$ cat src/rtl/pipe_ctrl_pkg.sv
// Shared stall/flush encodings for the pipeline controller.
package pipe_ctrl_pkg;

    localparam int STALL_W = 6;

    typedef logic [STALL_W-1:0] stall_bus_t;

    localparam stall_bus_t STALL_NONE = 6'b000000;
    localparam stall_bus_t STALL_ID   = 6'b000111;
    localparam stall_bus_t STALL_EX   = 6'b001111;

    localparam logic FLUSH    = 1'b1;
    localparam logic NO_FLUSH = 1'b0;

endpackage

$ cat src/rtl/pipe_ctrl_sat_counter.sv
// Saturating up-counter with synchronous clear and active-low reset.
module sat_counter #(
    parameter int           W   = 8,
    parameter logic [W-1:0] MAX = '1
) (
    input  logic         clk,
    input  logic         rst,
    input  logic         inc,
    input  logic         clr,
    output logic [W-1:0] q
);

    always_ff @(posedge clk) begin
        if (!rst) begin
            q <= '0;
        end else if (clr) begin
            q <= '0;
        end else if (inc && q != MAX) begin
            q <= q + W'(1);
        end
    end

endmodule

$ cat src/rtl/pipe_ctrl.sv
// Stall/flush arbitration for the five-stage core, with a one-cycle
// recovery window after each flush and debug counters.
module pipe_ctrl
    import pipe_ctrl_pkg::*;
#(
    parameter int MAX_STALL = 64,
    parameter int CNT_W     = 32
) (
    input  logic             clk,
    input  logic             rst,
    input  logic             stallreq_id,
    input  logic             stallreq_ex,
    input  logic             flush_req,
    input  logic [31:0]      flush_pc,
    output logic [5:0]       stall,
    output logic             flush,
    output logic [31:0]      new_pc,
    output logic [CNT_W-1:0] stall_cycles,
    output logic [CNT_W-1:0] flush_count,
    output logic             stall_timeout
);

    localparam int RUN_W = $clog2(MAX_STALL + 1);

    typedef enum logic [1:0] {
        S_RUN      = 2'd0,
        S_STALL_ID = 2'd1,
        S_STALL_EX = 2'd2,
        S_RECOVER  = 2'd3
    } state_t;

    state_t           state_q;
    state_t           state_n;
    logic             stall_any;
    logic [RUN_W-1:0] run_q;

    always_ff @(posedge clk) begin
        if (!rst) begin
            state_q <= S_RUN;
        end else begin
            state_q <= state_n;
        end
    end

    // Requests seen in RECOVER come from squashed instructions.
    always_comb begin
        stall   = STALL_NONE;
        flush   = NO_FLUSH;
        new_pc  = 32'h0;
        state_n = S_RUN;
        if (!rst) begin
            state_n = S_RUN;
        end else if (flush_req) begin
            flush   = FLUSH;
            new_pc  = flush_pc;
            state_n = S_RECOVER;
        end else if (state_q != S_RECOVER && stallreq_ex) begin
            stall   = STALL_EX;
            state_n = S_STALL_EX;
        end else if (state_q != S_RECOVER && stallreq_id) begin
            stall   = STALL_ID;
            state_n = S_STALL_ID;
        end
    end

    assign stall_any = (stall != STALL_NONE);

    sat_counter #(.W(CNT_W)) u_stall_cnt (
        .clk (clk),
        .rst (rst),
        .inc (stall_any),
        .clr (1'b0),
        .q   (stall_cycles)
    );

    sat_counter #(.W(CNT_W)) u_flush_cnt (
        .clk (clk),
        .rst (rst),
        .inc (flush),
        .clr (1'b0),
        .q   (flush_count)
    );

    sat_counter #(
        .W   (RUN_W),
        .MAX (RUN_W'(MAX_STALL))
    ) u_run_cnt (
        .clk (clk),
        .rst (rst),
        .inc (stall_any),
        .clr (!stall_any),
        .q   (run_q)
    );

    // Sets on the same edge the run counter reaches MAX_STALL.
    always_ff @(posedge clk) begin
        if (!rst) begin
            stall_timeout <= 1'b0;
        end else if (stall_any && run_q == RUN_W'(MAX_STALL - 1)) begin
            stall_timeout <= 1'b1;
        end
    end

endmodule
$ cat config.mk
export PLATFORM = sky130hd
export DESIGN_NAME = pipe_ctrl
export DESIGN_NICKNAME = d
export VERILOG_FILES = /design/src/rtl/pipe_ctrl_pkg.sv /design/src/rtl/pipe_ctrl_sat_counter.sv /design/src/rtl/pipe_ctrl.sv
export SDC_FILE = /design/constraint.sdc
export NUM_CORES = 1
export LEC_CHECK = 0
export BUFFER_PORTS_ARGS = -buffer_cell sky130_fd_sc_hd__buf_2
export CORE_MARGIN = 2
export CORE_UTILIZATION = 54
export CTS_CLUSTER_DIAMETER = 150
export CTS_CLUSTER_SIZE = 30
export DETAILED_ROUTE_END_ITERATION = 8
export GPL_ROUTABILITY_DRIVEN = 0
export PLACE_DENSITY = 0.95
export SKIP_CTS_REPAIR_TIMING = 1
export SYNTH_ARGS = -nofsm -noshare
export SYNTH_HDL_FRONTEND = slang
export SYNTH_SLANG_ARGS = --single-unit
export TNS_END_PERCENT = 1
$ cat constraint.sdc
create_clock -name clk -period 3.2 [get_ports clk]
set_input_delay 0.32 -clock clk [delete_from_list [all_inputs] [get_ports clk]]
set_output_delay 0.32 -clock clk [all_outputs]
set_load 0.05 [all_outputs]
==> results.sh, run 1 <==
export IMPL_worstPathCellList="nand4_1, nor4_2, and3_1, nor4_1, mux2i_1"
export IMPL_fin_crit_ns=2.377
export IMPL_max_stage_delay_ns=0.73
export IMPL_avgViaCountPerCell=5.921
export IMPL_diodes=0
export IMPL_clkSlewWorstSetupHoldPaths_ns=0.08
export IMPL_grt_max_degree=63
export IMPL_htreeDepth=3
export IMPL_relSlewSlack_pct=50.07
export IMPL_r2r_start="u_stall_cnt.q[27]$_SDFFE_PN0P_"
export IMPL_worst_path_buf_inv=0
export IMPL_vias=4245
export IMPL_final_max_slew_violation_count=0
export IMPL_row_count=31
export IMPL_ys_flop_type="dfxtp_1"
export IMPL_rsz0062_at_grt="false"
export IMPL_tns_ns=0
export IMPL_hold_viol_final=0
export IMPL_synth_cell_types=58
export IMPL_clock_fmax_ghz=0.4206
export IMPL_tightest_slew_ns=0.7489
export IMPL_core_area_um2=7253
export IMPL_setup_viol=0
export IMPL_hp_class="input port to flip-flop"
export IMPL_power_density_nw_per_um2=405.0
export IMPL_grt_overflow=0
export IMPL_syn_avg_cell_area_um2=8.323
export IMPL_fin_area_um2=5012
export IMPL_cp_start_kind="flip-flop"
export IMPL_die_y_um=90.73
export IMPL_grt_pass1_wl_um=18380
export IMPL_ys_seq_area_share_pct=36.48
export IMPL_ant_nets=0
export IMPL_fin_skew_ns=0.01545
export IMPL_dp_hpwl_um=8010
export IMPL_netlist_area_um2=4061
export IMPL_cp_data_arrival_time_ns=2.61
export IMPL_ys_seq_elements=74
export IMPL_cts_buffer_depth=2
export IMPL_rrSetupSlack_ns=0.82
export IMPL_grt_pass1_vias=4001
export IMPL_required_ns=3.43
export IMPL_cts_root_buffer="clkbuf_8"
export IMPL_synth_edff_count=0
export IMPL_avgRoutedWirePerCell_um=15.63
export IMPL_numClockSinks=74
export IMPL_hp_start="stallreq_ex"
export IMPL_drive_above_1_share_pct=28.48
export IMPL_grt_usage_pct=26.84
export IMPL_portBuffers=138
export IMPL_synth_area_leaders="dfxtp_1 36%, and3_1 6.2%, a21oi_1 4.2%, nand2_1 4.0%, mux2i_1 3.7%"
export IMPL_critical_path_class="flip-flop to flip-flop"
export IMPL_run_status="finished, final reports clean"
export IMPL_leakage_nw=2.272
export IMPL_first_iter_violations=182
export IMPL_synth_most_common_cell="dfxtp_1"
export IMPL_drv_cap=0
export IMPL_dieArea_um2=8231
export IMPL_routed_wl_um=11210
export IMPL_final_net_count=654
export IMPL_numCtsBuffers=9
export IMPL_clk_latency_ns=0.35
export IMPL_async_flop_share_pct=0
export IMPL_drcViolationCount=0
export IMPL_antenna_found_initial=0
export IMPL_yosysTopAreaCell="dfxtp_1"
export IMPL_die_w_um=90.73
export IMPL_endpoint_kind="flip-flop"
export IMPL_cp_top_family="simple AND/OR/NAND/NOR gates"
export IMPL_synth_cells=488
export IMPL_pin_count=141
export IMPL_dpl_instance_area_um2=4765
export IMPL_synth_top_cells_by_count="74 x dfxtp_1, 43 x nand2_1, 40 x and3_1"
export IMPL_startpoint="u_stall_cnt.q[27]$_SDFFE_PN0P_"
export IMPL_area_delta_synth_final_pct=23.41
export IMPL_ir_drop_mv=0.2910
export IMPL_synth_warnings=0
export IMPL_first_pass_iters=7
export IMPL_initial_core_util_pct=55.99
export IMPL_cp_slowest_cell="and3_1"
export IMPL_path_max_fanout=25
export IMPL_synthDominantCellAreaShare_pct=36.48
export IMPL_tritoncts="built"
export IMPL_period_share_pct=74.29
==> worst paths after layout <==
check / endpoint / cells after the start
hold / removal: state_q[1]$_SDFF_PN0_ / 3
setup / recovery: u_stall_cnt.q[23]$_SDFFE_PN0P_ / 5
hold reg to reg: stall_timeout$_SDFFE_PN0P_ / 2
setup reg to reg: u_stall_cnt.q[23]$_SDFFE_PN0P_ / 5
==> metrics by stage <==
step / instances / utilization [%] / hold WS (ns) / total power (W) / worst slack [ns]
2_1_floorplan: 489 / - / 0.4607 / 0.001113 / 0.9275
4_1_cts: 717 / 69.10 / 0.2414 / 0.002037 / 0.8556
3_3_place_gp: 701 / 65.69 / 0.4467 / 0.001161 / 1.006
6_report: 717 / 69.10 / 0.2555 / 0.002030 / 0.8227
3_5_place_dp: 701 / 65.69 / 0.4791 / 0.001168 / 0.9001
5_1_grt: 717 / 69.10 / 0.2648 / 0.002101 / 0.6648
==> flip-flops by register name, indices dropped and copies added (netlist names) <==
register       flops
u_run_cnt.q        7
u_stall_cnt.q     32
state_q            2
u_flush_cnt.q     32
stall_timeout      1
==> power by group <==
part	internal, W	switching [W]
combinational	0.0000574	0.000155
clock	0.000526	0.000356
sequential	0.000927	0.00000806
==> layout make-up <==
type                       count  area [um2]
clock buffer                  13       178.9
clock inverter                 3       68.82
fill                         585        2241
inverter                      12       45.04
multi-input combinational    375        2401
sequential                    74        1481
tap                           99       123.9
timing repair buffer         141       713.2
==> logic make-up (layout without fill, tap and decap cells) <==
group / Yosys count / count (layout) / synth area share [%]
AO/OA/AOI/OAI: 87 / 87 / 13.31
other: 1 / 2 / 0.09233
flip-flops: 74 / 74 / 36.48
multiplexers: 16 / 16 / 3.974
XOR/XNOR: 17 / 17 / 3.666
AND/OR/NAND/NOR: 249 / 249 / 36.75
adder cells (fa/ha/maj): 4 / 4 / 1.232
buffers and inverters: 40 / 169 / 4.498
==> worst min-delay path, cell delays in order <==
cell and delay [ns]:
buf_2 0.11, a21oi_1 0.06, nor2_1 0.07
==> per-layer routing <==
metal  wire length [um]  share of wire (%)  global-route usage (%)
met1               4626                 41                   31.80
met2               5711                 51                   47.08
met3                718                6.4                   6.761
met4                151                1.3                   9.103
met5                  0                  0                       0
==> layout by cell type (no fill, tap or decap), drive strengths merged, types with 6 or more instances in the layout <==
master and count:
mux2i 15, a21oi 35, o21ai 19, nand2b 13, or3 22, inv 12
nand4 26, nand3 23, buf 141, nand2 43, xor2 8, xnor2 9
a211oi 6, o31ai 9, dfxtp 74, clkbuf 13, and4 17, or4 10
and3 40, nor4 6, nor2 31
Power figures use the tool's default switching activity.
==> run 2: changes to the inputs <==
--- a/config.mk
+++ b/config.mk
@@ -7,12 +7,12 @@
 export LEC_CHECK = 0
 export BUFFER_PORTS_ARGS = -buffer_cell sky130_fd_sc_hd__buf_2
 export CORE_MARGIN = 2
-export CORE_UTILIZATION = 54
+export CORE_UTILIZATION = 50
 export CTS_CLUSTER_DIAMETER = 150
 export CTS_CLUSTER_SIZE = 30
 export DETAILED_ROUTE_END_ITERATION = 8
 export GPL_ROUTABILITY_DRIVEN = 0
-export PLACE_DENSITY = 0.95
+export PLACE_DENSITY = 0.92
 export SKIP_CTS_REPAIR_TIMING = 1
 export SYNTH_ARGS = -nofsm -noshare
 export SYNTH_HDL_FRONTEND = slang
==> constraint.sdc (replaced) <==
create_clock -name clk -period 2.2 [get_ports clk]
set_input_delay 0.22 -clock clk [delete_from_list [all_inputs] [get_ports clk]]
set_output_delay 0.22 -clock clk [all_outputs]
set_load 0.05 [all_outputs]
==> run 2 against run 1 <==
  * Worst setup slack got worse by 0.69 ns
  * Highest routed layer unchanged
  * Wire length fell by 2.7%
  * Critical endpoint is now u_stall_cnt.q[27]$_SDFFE_PN0P_
  * Critical path type unchanged
  * Via count rose by 1.0%
  * Die area rose by 7.6%
  * Worst hold slack got worse by 0.10 ns
  * Count of clock-buffer cells in the layout fell by 2
  * First-iteration DRC count rose by 24%
==> results.sh, run 2 (same netlist as run 1, synthesis figures left out) <==
export IMPL_run_status="finished, final reports clean"
export IMPL_power_density_nw_per_um2=612.5
export IMPL_hp_class="input port to flip-flop"
export IMPL_reg2reg_to="u_stall_cnt.q[27]$_SDFFE_PN0P_"
export IMPL_dp_hpwl_um=7997
export IMPL_pwr_share_clk_pct=47.0
export IMPL_whs_endpoint="state_q[1]$_SDFF_PN0_"
export IMPL_routed_wl_um=10910
export IMPL_hold_depth=3
export IMPL_max_stage_delay_ns=0.55
export IMPL_grt_pass1_vias=3844
export IMPL_tritoncts="built"
export IMPL_drv_cap=0
export IMPL_rrSetupSlack_ns=0.14
export IMPL_setup_ws_ns=0.1355
export IMPL_avgRoutedWirePerCell_um=14.88
export IMPL_path_max_fanout=15
export IMPL_clock_fmax_ghz=0.4844
export IMPL_antenna_found_initial=0
export IMPL_numCtsBuffers=9
export IMPL_final_cell_mix="138 x buf_2, 72 x dfxtp_1, 43 x nand2_1, 39 x and3_1, 34 x a21oi_1"
export IMPL_largestRegisters="u_flush_cnt.q (32), u_stall_cnt.q (32), u_run_cnt.q (7)"
export IMPL_relSlewSlack_pct=64.49
export IMPL_first_pass_iters=6
export IMPL_grt_pass1_wl_um=17770
export IMPL_pin_count=141
export IMPL_fin_skew_ns=0.01157
export IMPL_grt_usage_pct=24.85
export IMPL_area_delta_synth_final_pct=26.83
export IMPL_htreeDepth=3
export IMPL_endpoint_kind="flip-flop"
export IMPL_worst_path_buf_inv=0
export IMPL_grt_max_degree=65
export IMPL_ant_nets=0
export IMPL_p_int_w=0.002420
export IMPL_row_count=32
export IMPL_cts_buffer_depth=2
export IMPL_clkSlewWorstSetupHoldPaths_ns=0.08
export IMPL_final_max_slew_violation_count=0
export IMPL_cp_common_cell="and4_1"
export IMPL_worstPathCellList="and4_1, and4_1, nand2_1, or4_1, a21oi_1"
export IMPL_cp_top_family="simple AND/OR/NAND/NOR gates"
export IMPL_seqPwrFrac_pct=43.2
export IMPL_stdcell_count=733
export IMPL_r2r_start="u_stall_cnt.q[4]$_SDFFE_PN0P_"
export IMPL_cp_data_arrival_time_ns=2.35
export IMPL_power_switching_w=0.0007353
export IMPL_setup_viol=0
export IMPL_die_y_um=94.13
export IMPL_pre_cts_slack_ns=0.1571
export IMPL_fillerInstances=661
export IMPL_numClockSinks=74
export IMPL_final_common_cell="buf_2"
export IMPL_portBuffers=138
export IMPL_cp_start_kind="flip-flop"
export IMPL_cp_slowest_cell="or4_1"
export IMPL_hold_viol_final=0
export IMPL_core_area_um2=7807
export IMPL_finish_utilization_pct=65.98
export IMPL_dp_cells=717
export IMPL_drcViolationCount=0
export IMPL_drive_above_1_share_pct=30.11
export IMPL_leakage_nw=2.353
export IMPL_vias=4289
export IMPL_diodes=0
export IMPL_avgViaCountPerCell=5.851
export IMPL_final_net_count=667
export IMPL_rsz0062_at_grt="false"
export IMPL_cts_root_buffer="clkbuf_8"
export IMPL_hp_start="stallreq_ex"
export IMPL_period_share_pct=93.84
export IMPL_tightest_slew_ns=0.5327
export IMPL_critical_path_class="flip-flop to flip-flop"
export IMPL_tns_ns=0
export IMPL_required_ns=2.49
export IMPL_clk_latency_ns=0.36
export IMPL_fin_crit_ns=2.064
export IMPL_power_frac_comb_pct=9.8
export IMPL_first_iter_violations=225
export IMPL_swShare_pct=23.31
export IMPL_ir_drop_mv=0.5096
export IMPL_die_w_um=94.13
export IMPL_initial_core_util_pct=52.02
export IMPL_r2r_cells=5
export IMPL_grt_overflow=0
export IMPL_dieArea_um2=8860
run 2: cell count changes in the layout (fill, tap and decap cells not counted), moves of 2 or more:
cell | previous run | this run
clkbuf_1 | 0 | 2
buf_4 | 3 | 16
dfxtp_1 | 74 | 72
dfxtp_2 | 0 | 2
bufinv_16 | 2 | 5
clkbuf_8 | 13 | 9
run 2: layer usage:
layer	up-vias	GRT usage, %	share of wire (%)	wire, um
met1	2024	30.55	41	4522
met4	0	5.435	0.98	107
met3	17	6.982	7.4	803
met2	158	43.15	50	5477
met5	-	0	0	0
li1	2090	-	-	-
run 2: power groups by stage:
stage          combinational, W  sequential [W]  clock (W)
2_1_floorplan          0.000205         0.00141          0
3_3_place_gp           0.000301         0.00139          0
3_5_place_dp           0.000308         0.00139          0
4_1_cts                0.000309         0.00136    0.00150
5_1_grt                0.000328         0.00136    0.00156
6_report               0.000309         0.00136    0.00148
run 2: worst min-delay path: stages:
cell and delay [ns]:
buf_2 0.11, a21oi_1 0.06, nor2_1 0.07
run 2: final cells by class:
class | count | area, um2 | area share, %
multi-input cells | 375 | 2402 | 46.64
flip-flops and latches | 74 | 1484 | 28.81
repair buffers | 154 | 810.8 | 15.74
clock inverters | 5 | 150.1 | 2.915
clock buffers | 11 | 131.4 | 2.550
well taps | 102 | 127.6 | 2.478
inverters | 12 | 45.04 | 0.8744
run 2: through the flow:
step | total power, W | area [um2] | hold WS [ns]
2_1_floorplan | 0.001619 | 4068 | 0.3607
3_3_place_gp | 0.001692 | 4868 | 0.4479
3_5_place_dp | 0.001701 | 4868 | 0.4745
4_1_cts | 0.003173 | 5150 | 0.1417
5_1_grt | 0.003250 | 5151 | 0.1586
6_report | 0.003155 | 5151 | 0.1505
run 2: worst max-delay path by stage:
| stage | startpoint | to | slack (ns) | depth (start not counted) |
|---|---|---|---|---|
| after floorplan | u_stall_cnt.q[11]$_SDFFE_PN0P_ | u_stall_cnt.q[30]$_SDFFE_PN0P_ | 0.009 | 5 |
| after global placement | u_stall_cnt.q[0]$_SDFFE_PN0P_ | u_stall_cnt.q[11]$_SDFFE_PN0P_ | 0.23 | 7 |
| after detailed placement | u_stall_cnt.q[14]$_SDFFE_PN0P_ | u_stall_cnt.q[11]$_SDFFE_PN0P_ | 0.16 | 6 |
| after CTS | u_stall_cnt.q[14]$_SDFFE_PN0P_ | u_stall_cnt.q[9]$_SDFFE_PN0P_ | 0.12 | 6 |
| after global routing | u_stall_cnt.q[5]$_SDFFE_PN0P_ | u_stall_cnt.q[15]$_SDFFE_PN0P_ | 0.02 | 5 |
| final | u_stall_cnt.q[4]$_SDFFE_PN0P_ | u_stall_cnt.q[27]$_SDFFE_PN0P_ | 0.14 | 5 |
==> run 3: changes to the inputs <==
--- a/config.mk
+++ b/config.mk
@@ -7,12 +7,12 @@
 export LEC_CHECK = 0
 export BUFFER_PORTS_ARGS = -buffer_cell sky130_fd_sc_hd__buf_2
 export CORE_MARGIN = 2
-export CORE_UTILIZATION = 50
+export CORE_UTILIZATION = 46
 export CTS_CLUSTER_DIAMETER = 150
 export CTS_CLUSTER_SIZE = 30
 export DETAILED_ROUTE_END_ITERATION = 8
 export GPL_ROUTABILITY_DRIVEN = 0
-export PLACE_DENSITY = 0.92
+export PLACE_DENSITY = 0.89
 export SKIP_CTS_REPAIR_TIMING = 1
 export SYNTH_ARGS = -nofsm -noshare
 export SYNTH_HDL_FRONTEND = slang
==> constraint.sdc (replaced) <==
create_clock -name clk -period 1.7 [get_ports clk]
set_input_delay 0.17 -clock clk [delete_from_list [all_inputs] [get_ports clk]]
set_output_delay 0.17 -clock clk [all_outputs]
set_load 0.05 [all_outputs]
==> run 3 against run 2 <==
  * The run now ends with negative setup slack left
  * Via count is 11% higher
  * Worst hold slack worse by 0.033 ns
  * Fmax up 7.5%
  * Combinational power grew 50%
  * Register-to-register slack got worse by 0.36 ns
  * Largest power group is now registers
==> results.sh, run 3 (same netlist as run 1, synthesis figures left out) <==
export IMPL_run_status="finished with violations"
export IMPL_failed_checks="negative setup slack"
export IMPL_numCtsBuffers=9
export IMPL_power_frac_comb_pct=12.1
export IMPL_path_max_fanout=3
export IMPL_antenna_found_initial=0
export IMPL_grt_max_degree=63
export IMPL_drv_cap=0
export IMPL_grt_pass1_vias=4535
export IMPL_tns_ns=-2.659
export IMPL_vias=4763
export IMPL_p_int_w=0.002834
export IMPL_core_area_um2=8636
export IMPL_cts_root_buffer="clkbuf_8"
export IMPL_die_w_um=97.97
export IMPL_leakage_nw=2.774
export IMPL_drive_above_1_share_pct=50.14
export IMPL_relSlewSlack_pct=64.90
export IMPL_row_count=34
export IMPL_setup_ws_ns=-0.2199
export IMPL_dieArea_um2=9597
export IMPL_routed_wl_um=13090
export IMPL_rsz0062_at_grt="true"
export IMPL_diodes=0
export IMPL_rrSetupSlack_ns=-0.22
export IMPL_swShare_pct=25.98
export IMPL_dp_hpwl_um=9282
export IMPL_power_switching_w=0.0009949
export IMPL_hold_slack_ns=0.1174
export IMPL_r2r_start="u_stall_cnt.q[1]$_SDFFE_PN0P_"
export IMPL_avgRoutedWirePerCell_um=16.12
export IMPL_cp_data_arrival_time_ns=2.20
export IMPL_setup_viol=32
export IMPL_pin_count=141
export IMPL_first_iter_violations=278
export IMPL_finish_utilization_pct=70.04
export IMPL_numClockSinks=74
export IMPL_largestRegisters="u_flush_cnt.q (32), u_stall_cnt.q (32), u_run_cnt.q (7)"
export IMPL_fillerInstances=637
export IMPL_period_share_pct=112.9
export IMPL_fin_area_um2=6048
export IMPL_grt_usage_pct=25.11
export IMPL_drcViolationCount=0
export IMPL_avgViaCountPerCell=5.866
export IMPL_seqPwrFrac_pct=45.1
export IMPL_pwr_share_clk_pct=42.8
export IMPL_required_ns=1.98
export IMPL_endpoint_kind="flip-flop"
export IMPL_htreeDepth=3
export IMPL_fin_crit_ns=1.920
export IMPL_hp_start="stallreq_id"
export IMPL_cp_start_kind="flip-flop"
export IMPL_tritoncts="built"
export IMPL_grt_overflow=0
export IMPL_clk_latency_ns=0.36
export IMPL_die_y_um=97.97
export IMPL_final_max_slew_violation_count=0
export IMPL_final_common_cell="buf_2"
export IMPL_clkSlewWorstSetupHoldPaths_ns=0.08
export IMPL_cts_buffer_depth=2
export IMPL_hp_class="input port to flip-flop"
export IMPL_initial_core_util_pct=47.03
export IMPL_power_density_nw_per_um2=633.1
export IMPL_ant_nets=0
export IMPL_final_net_count=740
export IMPL_portBuffers=138
export IMPL_clock_fmax_ghz=0.5209
export IMPL_dpl_instance_area_um2=5635
export IMPL_pre_cts_slack_ns=-0.2212
export IMPL_ir_drop_mv=0.4544
export IMPL_hold_viol_final=0
export IMPL_first_pass_iters=4
export IMPL_startpoint="u_stall_cnt.q[1]$_SDFFE_PN0P_"
export IMPL_grt_pass1_wl_um=20530
export IMPL_final_cell_mix="135 x buf_2, 86 x buf_4, 42 x nand2_1, 40 x dfxtp_2, 37 x and3_1"
export IMPL_critical_path_class="flip-flop to flip-flop"
export IMPL_tightest_slew_ns=0.5265
export IMPL_area_delta_synth_final_pct=48.92
export IMPL_fin_skew_ns=0.01174
run 3: cell count changes in the layout (fill, tap and decap cells not counted), sizes merged:
cell	change
buf	+72
bufinv	-2
clkinvlp	+2
and3	+1
clkinv	+1
inv	-1
run 3: area by class of cell:
type                            instances  area, um2  area share, %
Clock inverter                          5      102.6          1.696
Multi-Input combinational cell        376       2623          43.36
Sequential cell                        74       1622          26.81
Inverter                               12      48.80         0.8068
Timing Repair Buffer                  226       1386          22.92
Clock buffer                           11      131.4          2.172
Tap cell                              108      135.1          2.234
run 3: power by group through the flow:
stage	clock (W)	combinational (W)	sequential (W)
6_report	0.00164	0.000462	0.00173
4_1_cts	0.00166	0.000442	0.00173
3_3_place_gp	0	0.000424	0.00176
2_1_floorplan	0	0.000270	0.00180
5_1_grt	0.00174	0.000488	0.00173
3_5_place_dp	0	0.000440	0.00177
run 3: path summary, 6_finish.rpt:
| check | cells after the start | to |
|---|---|---|
| setup reg to reg | 6 | u_stall_cnt.q[22]$_SDFFE_PN0P_ |
| hold reg to reg | 2 | u_stall_cnt.q[26]$_SDFFE_PN0P_ |
| hold / removal | 3 | state_q[0]$_SDFF_PN0_ |
| setup / recovery | 6 | u_stall_cnt.q[22]$_SDFFE_PN0P_ |
run 3: critical path, cell delays in order, from the launching register on:
cell and delay [ns]:
dfxtp_4 0.37, ha_4 0.13, and3_4 0.18, nand4_1 0.17, or3_4 0.43, or4_4 0.42
a21oi_2 0.13
run 3: metrics by stage:
step,total power [W],std cells
floorplan,0.002069,489
global placement,0.002189,791
detailed placement,0.002207,791
CTS,0.003825,807
global route,0.003956,812
finish,0.003829,812
run 3: metal layers:
metal	vias up	track usage (%)	wire, um
met5	-	0	0
met4	0	10.04	290
met3	36	4.581	947
met2	232	45.15	6920
met1	2258	29.40	4935
li1	2237	-	-
